<file path="config.mk">
export PLATFORM = sky130hd
export DESIGN_NAME = seq_multiplier
export DESIGN_NICKNAME = d
export VERILOG_FILES = /design/src/rtl/utils_pkg.sv /design/src/rtl/seq_multiplier_claa.sv /design/src/rtl/seq_multiplier.sv
export SDC_FILE = /design/constraint.sdc
export NUM_CORES = 1
export LEC_CHECK = 0
export ABC_AREA = 1
export ABC_CLOCK_PERIOD_IN_PS = 2700
export CAP_MARGIN = 20
export CORE_ASPECT_RATIO = 1.4
export CORE_MARGIN = 2
export CORE_UTILIZATION = 52
export DETAILED_ROUTE_END_ITERATION = 8
export PLACE_DENSITY_LB_ADDON = 0.1
export SETUP_SLACK_MARGIN = 0.2
export SLEW_MARGIN = 30
export SYNTH_ARGS = -nofsm -noshare
export SYNTH_HDL_FRONTEND = slang
export SYNTH_SLANG_ARGS = --single-unit
</file>
<file path="constraint.sdc">
create_clock -name clk -period 2.7 [get_ports clk]
set_input_delay 0.54 -clock clk [delete_from_list [all_inputs] [get_ports clk]]
set_output_delay 0.54 -clock clk [all_outputs]
set_load 0.05 [all_outputs]
</file>
<file path="src/rtl/utils_pkg.sv">
// Shared types and sizing helpers for the utils arithmetic blocks.
package utils_pkg;

    // Sequential multiplier control state, 1-bit encoded.
    typedef enum logic [0:0] {
        IDLE = 1'b0,
        RUN  = 1'b1
    } mult_state_t;

    // Step counter width for a WORD_WIDTH-step operation.
    function automatic int unsigned cnt_width(input int unsigned word_width);
        return (word_width < 2) ? 1 : $clog2(word_width);
    endfunction

endpackage

</file>
<file path="src/rtl/seq_multiplier_claa.sv">
// Carry-lookahead adder, carry-in fixed at 0.
module seq_multiplier_claa #(
    parameter int unsigned WIDTH = 8
) (
    input  logic [WIDTH-1:0] x,
    input  logic [WIDTH-1:0] y,
    output logic [WIDTH-1:0] sum,
    output logic             cout
);

    logic [WIDTH-1:0] g;
    logic [WIDTH-1:0] p;
    logic [WIDTH:0]   c;
    logic             term;

    assign g = x & y;
    assign p = x ^ y;

    // Each carry is the OR of every generate propagated through the bits above it.
    always_comb begin
        c    = '0;
        term = 1'b0;
        for (int i = 0; i < int'(WIDTH); i++) begin
            for (int j = 0; j <= i; j++) begin
                term = g[j];
                for (int k = j + 1; k <= i; k++) begin
                    term = term & p[k];
                end
                c[i+1] = c[i+1] | term;
            end
        end
    end

    assign sum  = p ^ c[WIDTH-1:0];
    assign cout = c[WIDTH];

endmodule

</file>
<file path="src/rtl/seq_multiplier.sv">
// Radix-2 shift-add unsigned multiplier: WORD_WIDTH steps per product.
module seq_multiplier
    import utils_pkg::*;
#(
    parameter int unsigned WORD_WIDTH = 8
) (
    input  logic                    clk,
    input  logic                    rst_n,
    input  logic                    start,
    input  logic [WORD_WIDTH-1:0]   a,
    input  logic [WORD_WIDTH-1:0]   b,
    output logic                    busy,
    output logic                    done,
    output logic [2*WORD_WIDTH-1:0] product
);

    localparam int unsigned CNT_W = cnt_width(WORD_WIDTH);

    mult_state_t state;
    mult_state_t state_next;

    logic [WORD_WIDTH-1:0]   mc;
    logic [WORD_WIDTH-1:0]   mq;
    logic [WORD_WIDTH:0]     hi;
    logic [CNT_W-1:0]        cnt;

    logic [WORD_WIDTH-1:0]   mc_next;
    logic [WORD_WIDTH-1:0]   mq_next;
    logic [WORD_WIDTH:0]     hi_next;
    logic [CNT_W-1:0]        cnt_next;
    logic                    busy_next;
    logic                    done_next;
    logic [2*WORD_WIDTH-1:0] product_next;

    logic [WORD_WIDTH-1:0]   addend;
    logic [WORD_WIDTH-1:0]   add_sum;
    logic                    add_cout;
    logic [WORD_WIDTH:0]     sum_full;
    logic                    last_step;

    assign addend    = mq[0] ? mc : '0;
    assign last_step = (cnt == CNT_W'(WORD_WIDTH - 1));

    seq_multiplier_claa #(
        .WIDTH (WORD_WIDTH)
    ) u_claa (
        .x    (hi[WORD_WIDTH-1:0]),
        .y    (addend),
        .sum  (add_sum),
        .cout (add_cout)
    );

    // hi[WORD_WIDTH] is always clear before the add, so OR-ing it in is exact.
    assign sum_full = {add_cout | hi[WORD_WIDTH], add_sum};

    // State register.
    always_ff @(posedge clk) begin
        if (!rst_n) begin
            state <= IDLE;
        end else begin
            state <= state_next;
        end
    end

    // Next-state: accept a start in IDLE, return after the final step.
    always_comb begin
        state_next = state;
        case (state)
            IDLE: if (start)     state_next = RUN;
            RUN:  if (last_step) state_next = IDLE;
        endcase
    end

    // Datapath and output next values.
    always_comb begin
        mc_next      = mc;
        mq_next      = mq;
        hi_next      = hi;
        cnt_next     = cnt;
        product_next = product;
        done_next    = 1'b0;
        busy_next    = (state_next == RUN);
        case (state)
            IDLE: begin
                if (start) begin
                    mc_next  = a;
                    mq_next  = b;
                    hi_next  = '0;
                    cnt_next = '0;
                end
            end
            RUN: begin
                hi_next  = {1'b0, sum_full[WORD_WIDTH:1]};
                mq_next  = {sum_full[0], mq[WORD_WIDTH-1:1]};
                cnt_next = cnt + CNT_W'(1);
                if (last_step) begin
                    product_next = {sum_full[WORD_WIDTH:1], sum_full[0], mq[WORD_WIDTH-1:1]};
                    done_next    = 1'b1;
                end
            end
        endcase
    end

    // Datapath and output registers.
    always_ff @(posedge clk) begin
        if (!rst_n) begin
            mc      <= '0;
            mq      <= '0;
            hi      <= '0;
            cnt     <= '0;
            busy    <= 1'b0;
            done    <= 1'b0;
            product <= '0;
        end else begin
            mc      <= mc_next;
            mq      <= mq_next;
            hi      <= hi_next;
            cnt     <= cnt_next;
            busy    <= busy_next;
            done    <= done_next;
            product <= product_next;
        end
    end

endmodule

</file>
After elaboration in Yosys (flattened, before gate mapping)
Index checks and enable logic that the tools add are counted.
- register bits: 46
- input bits: 19
- add/subtract/negate cells: 1
- reduce and logical (&&, ||, !) cells: 3
- equality and inequality tests: 2
- muxes and demuxes: 11
- bitwise logic cells: 61
- operator list (operator ; count):
    bitwise OR 1 bit ; 29
    AND 1 bit ; 28
    one-hot mux 9 bit (2 select lines) ; 1
    two-way mux 8 bit ; 2
    one-hot mux 8 bit (2 select lines) ; 1
    XOR 8 bit ; 2
    two-way mux 9 bit ; 1
    AND 8 bit ; 1
    one-hot mux 3 bit (2 select lines) ; 1
    AND reduction 2 bit ; 3
    adder 3 x 1 -> 3 bit (second input constant) ; 1
    == test 3 bit (second input constant) ; 1
    two-way mux 1 bit ; 3
    two-way mux 3 bit ; 1
    != test 2 bit (second input constant) ; 1
    one-hot mux 1 bit (2 select lines) ; 1
    NOT 1 bit ; 1

Logic depth before layout (Yosys ltp)
- word-level depth: 18
- depth in mapped cells: 15
- mapped depth without buffers: 14

Modules after synthesis
Synthesis repeated with hierarchy kept, for this count alone.
- cells, all modules: 294
- area, all modules: 2115.8 µm²
- modules (own cells, without submodules) (module ; cells an instance ; times used ; area each (µm²)):
    seq_multiplier ; 238 ; 1 ; 1752.9
    seq_multiplier_claa ; 56 ; 1 ; 362.8

Least setup slack after synthesis
No wires, ideal clock.
- path type: register to register
- from: register mq[0]
- to: register hi[5]
- slack: 751 ps
- period minus slack after synthesis: 1949 ps
- path buffers: 1
- cell stages (with the launch flop): 16
- arrival: 1816 ps
- data required time: 2568 ps
- cells stage by stage: dfxtp_1 -> clkbuf_1 -> nand2_1 -> inv_1 -> ha_1 -> ha_1 -> nand2_2 -> nand2_1 -> nor2_2 -> o21bai_4 -> nand2_2 -> nand2_2 -> nand2_2 -> nand3b_2 -> nand4_1 -> a21oi_1
- cells in the longest elaborated chain, start to end: 14
- elaborated cells between the ends (all ways): 25
- RTL lines (what ; line ; text):
    start, declared ; seq_multiplier.sv:23 ; logic [WORD_WIDTH-1:0] mq;
    start signal, assigned ; seq_multiplier.sv:116 ; mq <= mq_next;
    two-way mux 8 bit * ; seq_multiplier.sv:41 ; assign addend = mq[0] ? mc : '0;
    AND 8 bit / XOR 8 bit (equally long branches) ; seq_multiplier_claa.sv:16, seq_multiplier_claa.sv:17 ;
    AND 1 bit (5 in series) ; seq_multiplier_claa.sv:27 ; term = term & p[k];
    bitwise OR 1 bit (5 in series) ; seq_multiplier_claa.sv:29 ; c[i+1] = c[i+1] | term;
    XOR 8 bit * ; seq_multiplier_claa.sv:34 ; assign sum = p ^ c[WIDTH-1:0];
    one-hot mux 9 bit (2 select lines) * ; seq_multiplier.sv:83 ; case (state)
    end signal, assigned ; seq_multiplier.sv:117 ; hi <= hi_next;
    end, declared ; seq_multiplier.sv:24 ; logic [WORD_WIDTH:0] hi;
Mark *: on every way between the ends. The rest lies on a longest branch, timed or not.
A chain may end at the register's enable or synchronous reset.

Final worst setup path
- from: register product[7]
- to: output product[7]
- RTL lines (what ; line ; text):
    start, declared ; seq_multiplier.sv:14 ; output logic [2*WORD_WIDTH-1:0] product
    start signal, assigned ; seq_multiplier.sv:121 ; product <= product_next;
No word-level cell between the ends.

==> load_flow_metrics.sql <==
INSERT INTO impl_metrics (metric_group, metric, value, unit) VALUES
('outcome', 'status', 'finished, final reports clean', ''),
('cts', 'clk_pin_slew', '0.09', 'ns'),
('timing', 'rsz0062_at_grt', 'false', ''),
('placement', 'post-dp-hpwl', '3340', 'um'),
('route', 'drt_wl_total', '4400', 'um'),
('critical_path', 'crit_path_cell_trace', 'clkdlybuf4s50_1', ''),
('critical_path', 'ff2ff_setup_slack', '0.66', 'ns'),
('yosys', 'netlist_area', '2120', 'sq um'),
('cts', 'cts_resized', '0', ''),
('hold_path', 'hold_end', 'product[14]', ''),
('layout', 'fill_cells', '343', ''),
('floorplan', 'rows', '27', ''),
('grt', 'grt_first_pass_wirelength', '7530', 'um'),
('cts', 'cts_root_buf', 'sky130_fd_sc_hd__clkbuf_8', ''),
('power', 'peakVddDrop', '409', 'uV'),
('route', 'routed_wire_length_per_instance', '12.2', 'um'),
('timing', 'timing.clock.skew', '0.0102', 'ns'),
('critical_path', 'worstPathRequired', '2.16', 'ns'),
('layout', 'areaGrowthSynthToFinish', '23.9', '%'),
('route', 'route.detailed.vias_per_inst', '5.10', ''),
('floorplan', 'num_io_pins', '37', ''),
('placement', 'io_buffer_count', '36', ''),
('yosys', 'syn-instance-count', '282', ''),
('timing', 'finalCriticalPeriod', '2.05', 'ns'),
('cts', 'clk_lat_worst_skew', '0.30', 'ns'),
('critical_path', 'critPathArrivalTime', '1.51', 'ns'),
('yosys', 'synth_warnings', '0', ''),
('layout', 'nNetsFinal', '348', ''),
('yosys', 'seq_area_frac_synth', '0.425', ''),
('route', 'vias_post_dr', '1841', ''),
('timing', 'setup_viol_count_final', '0', ''),
('placement', 'dpl-instance-area', '2490', 'sq um'),
('hold_path', 'worst_hold_depth', '2', ''),
('route', 'remaining_drc_errors', '0', ''),
('floorplan', 'die_area', '4610', 'sq um'),
('hold_path', 'timing.hold.worst.start', 'product[14]', ''),
('cts', 'tritoncts', 'done', ''),
('placement', 'place_inst', '353', ''),
('power', 'p_per_area', '542', 'nW/um^2'),
('timing', 'final_min_period_over_clock_period', '0.758', ''),
('route', 'detail_route.iter0.violations', '73', ''),
('grt', 'grt.total_usage', '0.212', ''),
('grt', 'initial_antenna_violation_count', '0', ''),
('layout', 'antenna_cells_inserted', '0', ''),
('yosys', 'synth.ff_latch_count', '45', ''),
('layout', 'final-instance-count-excl-fill', '361', ''),
('critical_path', 'timing.rr.end', 'product[13]', ''),
('critical_path', 'crit_fanout', '2', ''),
('critical_path', 'slowest_stage', 'sky130_fd_sc_hd__clkdlybuf4s50_1', ''),
('grt', 'pin_count_of_the_biggest_net_entering_global_routing', '19', ''),
('critical_path', 'launch_instance_of_the_worst_register_to_register_path', 'mq[0]', ''),
('route', 'route.antenna.remaining_nets', '0', ''),
('power', 'p_leak', '1.20', 'nW'),
('job', 'max_cap_viol_count', '0', ''),
('yosys', 'synth.distinct_cells', '30', ''),
('yosys', 'mappedNetlistNets', '313', ''),
('floorplan', 'die_w', '58.0', 'um'),
('layout', 'final_area', '2630', 'sq um'),
('yosys', 'avg_synthesized_cell_area', '7.52', 'sq um'),
('floorplan', 'core_area', '3920', 'sq um'),
('layout', 'final_layout_size_suffix_gt1_frac', '0.0786', ''),
('cts', 'cts_buffer_depth', '2', ''),
('grt', 'number_of_global_route_vias_before_repair', '1695', ''),
('timing', 'relative_slew_slack', '0.429', ''),
('timing', 'worstMarginPinSlew', '0.854', 'ns'),
('cts', 'cts_sinks', '45', ''),
('placement', 'place_congestion', '0.793', ''),
('floorplan', 'die_y_extent', '79.5', 'um'),
('cts', 'h-tree-depth', '2', ''),
('critical_path', 'critPathLaunch', 'product[7]', ''),
('critical_path', 'timing_worst_setup_path_type', 'flip-flop to output pin', '');
cells by family (layout without fill, tap and decap cells):
family	after synthesis	after routing	share of synthesized area
simple gates	138	138	0.285
buf+inv	46	82	0.0939
flops	45	45	0.425
compound gates	38	38	0.110
fa+ha+maj	12	12	0.0744
xor+xnor	3	3	0.0124
metrics by stage:
| step | hold slack (ns) | utilization | total power [mW] |
|---|---|---|---|
| 2_1_floorplan | 0.432 | - | 0.786 |
| 3_3_place_gp | 0.439 | 0.635 | 0.829 |
| 3_5_place_dp | 0.444 | 0.635 | 0.832 |
| 4_1_cts | 0.458 | 0.670 | 1.44 |
| 5_1_grt | 0.468 | 0.670 | 1.48 |
| 6_report | 0.459 | 0.670 | 1.42 |
registers in the layout, summed over array words and instances, names as in the netlist:
| register | flops |
|---|---|
| mc | 8 |
| done | 1 |
| hi | 8 |
| product | 16 |
| busy | 1 |
| cnt | 3 |
| mq | 8 |
cell type report:
cell class                 instances  area, sq um  share of cell area
clock buffer                       5         68.8              0.0262
clock inverter                     3         68.8              0.0262
sequential                        45          901               0.343
multi-input combinational        191         1020               0.388
inverter                          35          131              0.0500
timing repair buffer              39          383               0.146
tap                               43         53.8              0.0205
layer usage:
metal / track usage / wire, um / vias up
met3: 0.0340 / 159 / 8
met2: 0.348 / 2140 / 51
met1: 0.272 / 2000 / 804
li1: - / - / 978
met4: 0.0884 / 100 / 0
met5: 0 / 0 / -
report_power, final:
part           internal, mW  total (mW)  switching, mW
logic                0.0518       0.119         0.0676
registers             0.684       0.696         0.0127
clock network         0.373       0.609          0.236
how the worst max path moves through the flow:
| stage | slack [ns] | endpoint | cells after the start |
|---|---|---|---|
| after detailed placement | 0.52 | product[1] | 4 |
| after CTS | 0.65 | product[13] | 14 |
| after global routing | 0.44 | hi[5] | 14 |
| after floorplan | 0.75 | hi[5] | 15 |
| final | 0.65 | product[7] | 1 |
| after global placement | 0.61 | product[6] | 4 |
cells in the mapped netlist (all sizes together):
master   n  share of area
nand2   80           0.15
dfxtp   45           0.43
inv     35          0.062
nor2    25          0.049
nand3   17          0.040
o21ai   15          0.035
a21oi   14          0.033
ha      11          0.065
buf      9          0.028
nand4    9          0.027
a22o     4          0.017
nor3     3         0.0071
o221ai   3          0.012
clkbuf   2         0.0035
or2      2         0.0059
xor2     2         0.0083
a22oi    1         0.0035
fa       1         0.0094
nand3b   1         0.0053
nor4     1         0.0030
o21bai   1         0.0089
xnor2    1         0.0041
layout by cell type, fill, tap and decap left out:
cell type / netlist / routed
sky130_fd_sc_hd__o221ai_1: 3 / 3
sky130_fd_sc_hd__inv_1: 33 / 33
sky130_fd_sc_hd__ha_1: 11 / 11
sky130_fd_sc_hd__inv_6: 0 / 1
sky130_fd_sc_hd__nand3_1: 17 / 17
sky130_fd_sc_hd__inv_2: 2 / 2
sky130_fd_sc_hd__clkdlybuf4s50_1: 0 / 36
sky130_fd_sc_hd__bufinv_16: 0 / 2
sky130_fd_sc_hd__nor3_1: 3 / 3
sky130_fd_sc_hd__a22oi_1: 1 / 1
sky130_fd_sc_hd__a21oi_1: 14 / 14
sky130_fd_sc_hd__o21ai_0: 13 / 13
sky130_fd_sc_hd__or2_1: 1 / 1
sky130_fd_sc_hd__nand4_1: 9 / 9
sky130_fd_sc_hd__nor2_1: 21 / 21
sky130_fd_sc_hd__o21bai_4: 1 / 1
sky130_fd_sc_hd__o21ai_1: 2 / 2
sky130_fd_sc_hd__nor2_2: 4 / 4
sky130_fd_sc_hd__dfxtp_1: 45 / 45
sky130_fd_sc_hd__buf_4: 4 / 3
sky130_fd_sc_hd__xnor2_1: 1 / 1
sky130_fd_sc_hd__nand2_2: 5 / 5
sky130_fd_sc_hd__fa_1: 1 / 1
sky130_fd_sc_hd__a22o_1: 4 / 4
sky130_fd_sc_hd__nand2_1: 75 / 75
sky130_fd_sc_hd__nor4_1: 1 / 1
sky130_fd_sc_hd__nand3b_2: 1 / 1
sky130_fd_sc_hd__or2_2: 1 / 1
sky130_fd_sc_hd__clkbuf_8: 0 / 5
sky130_fd_sc_hd__xor2_1: 2 / 2
Power figures use the tool's default switching activity.
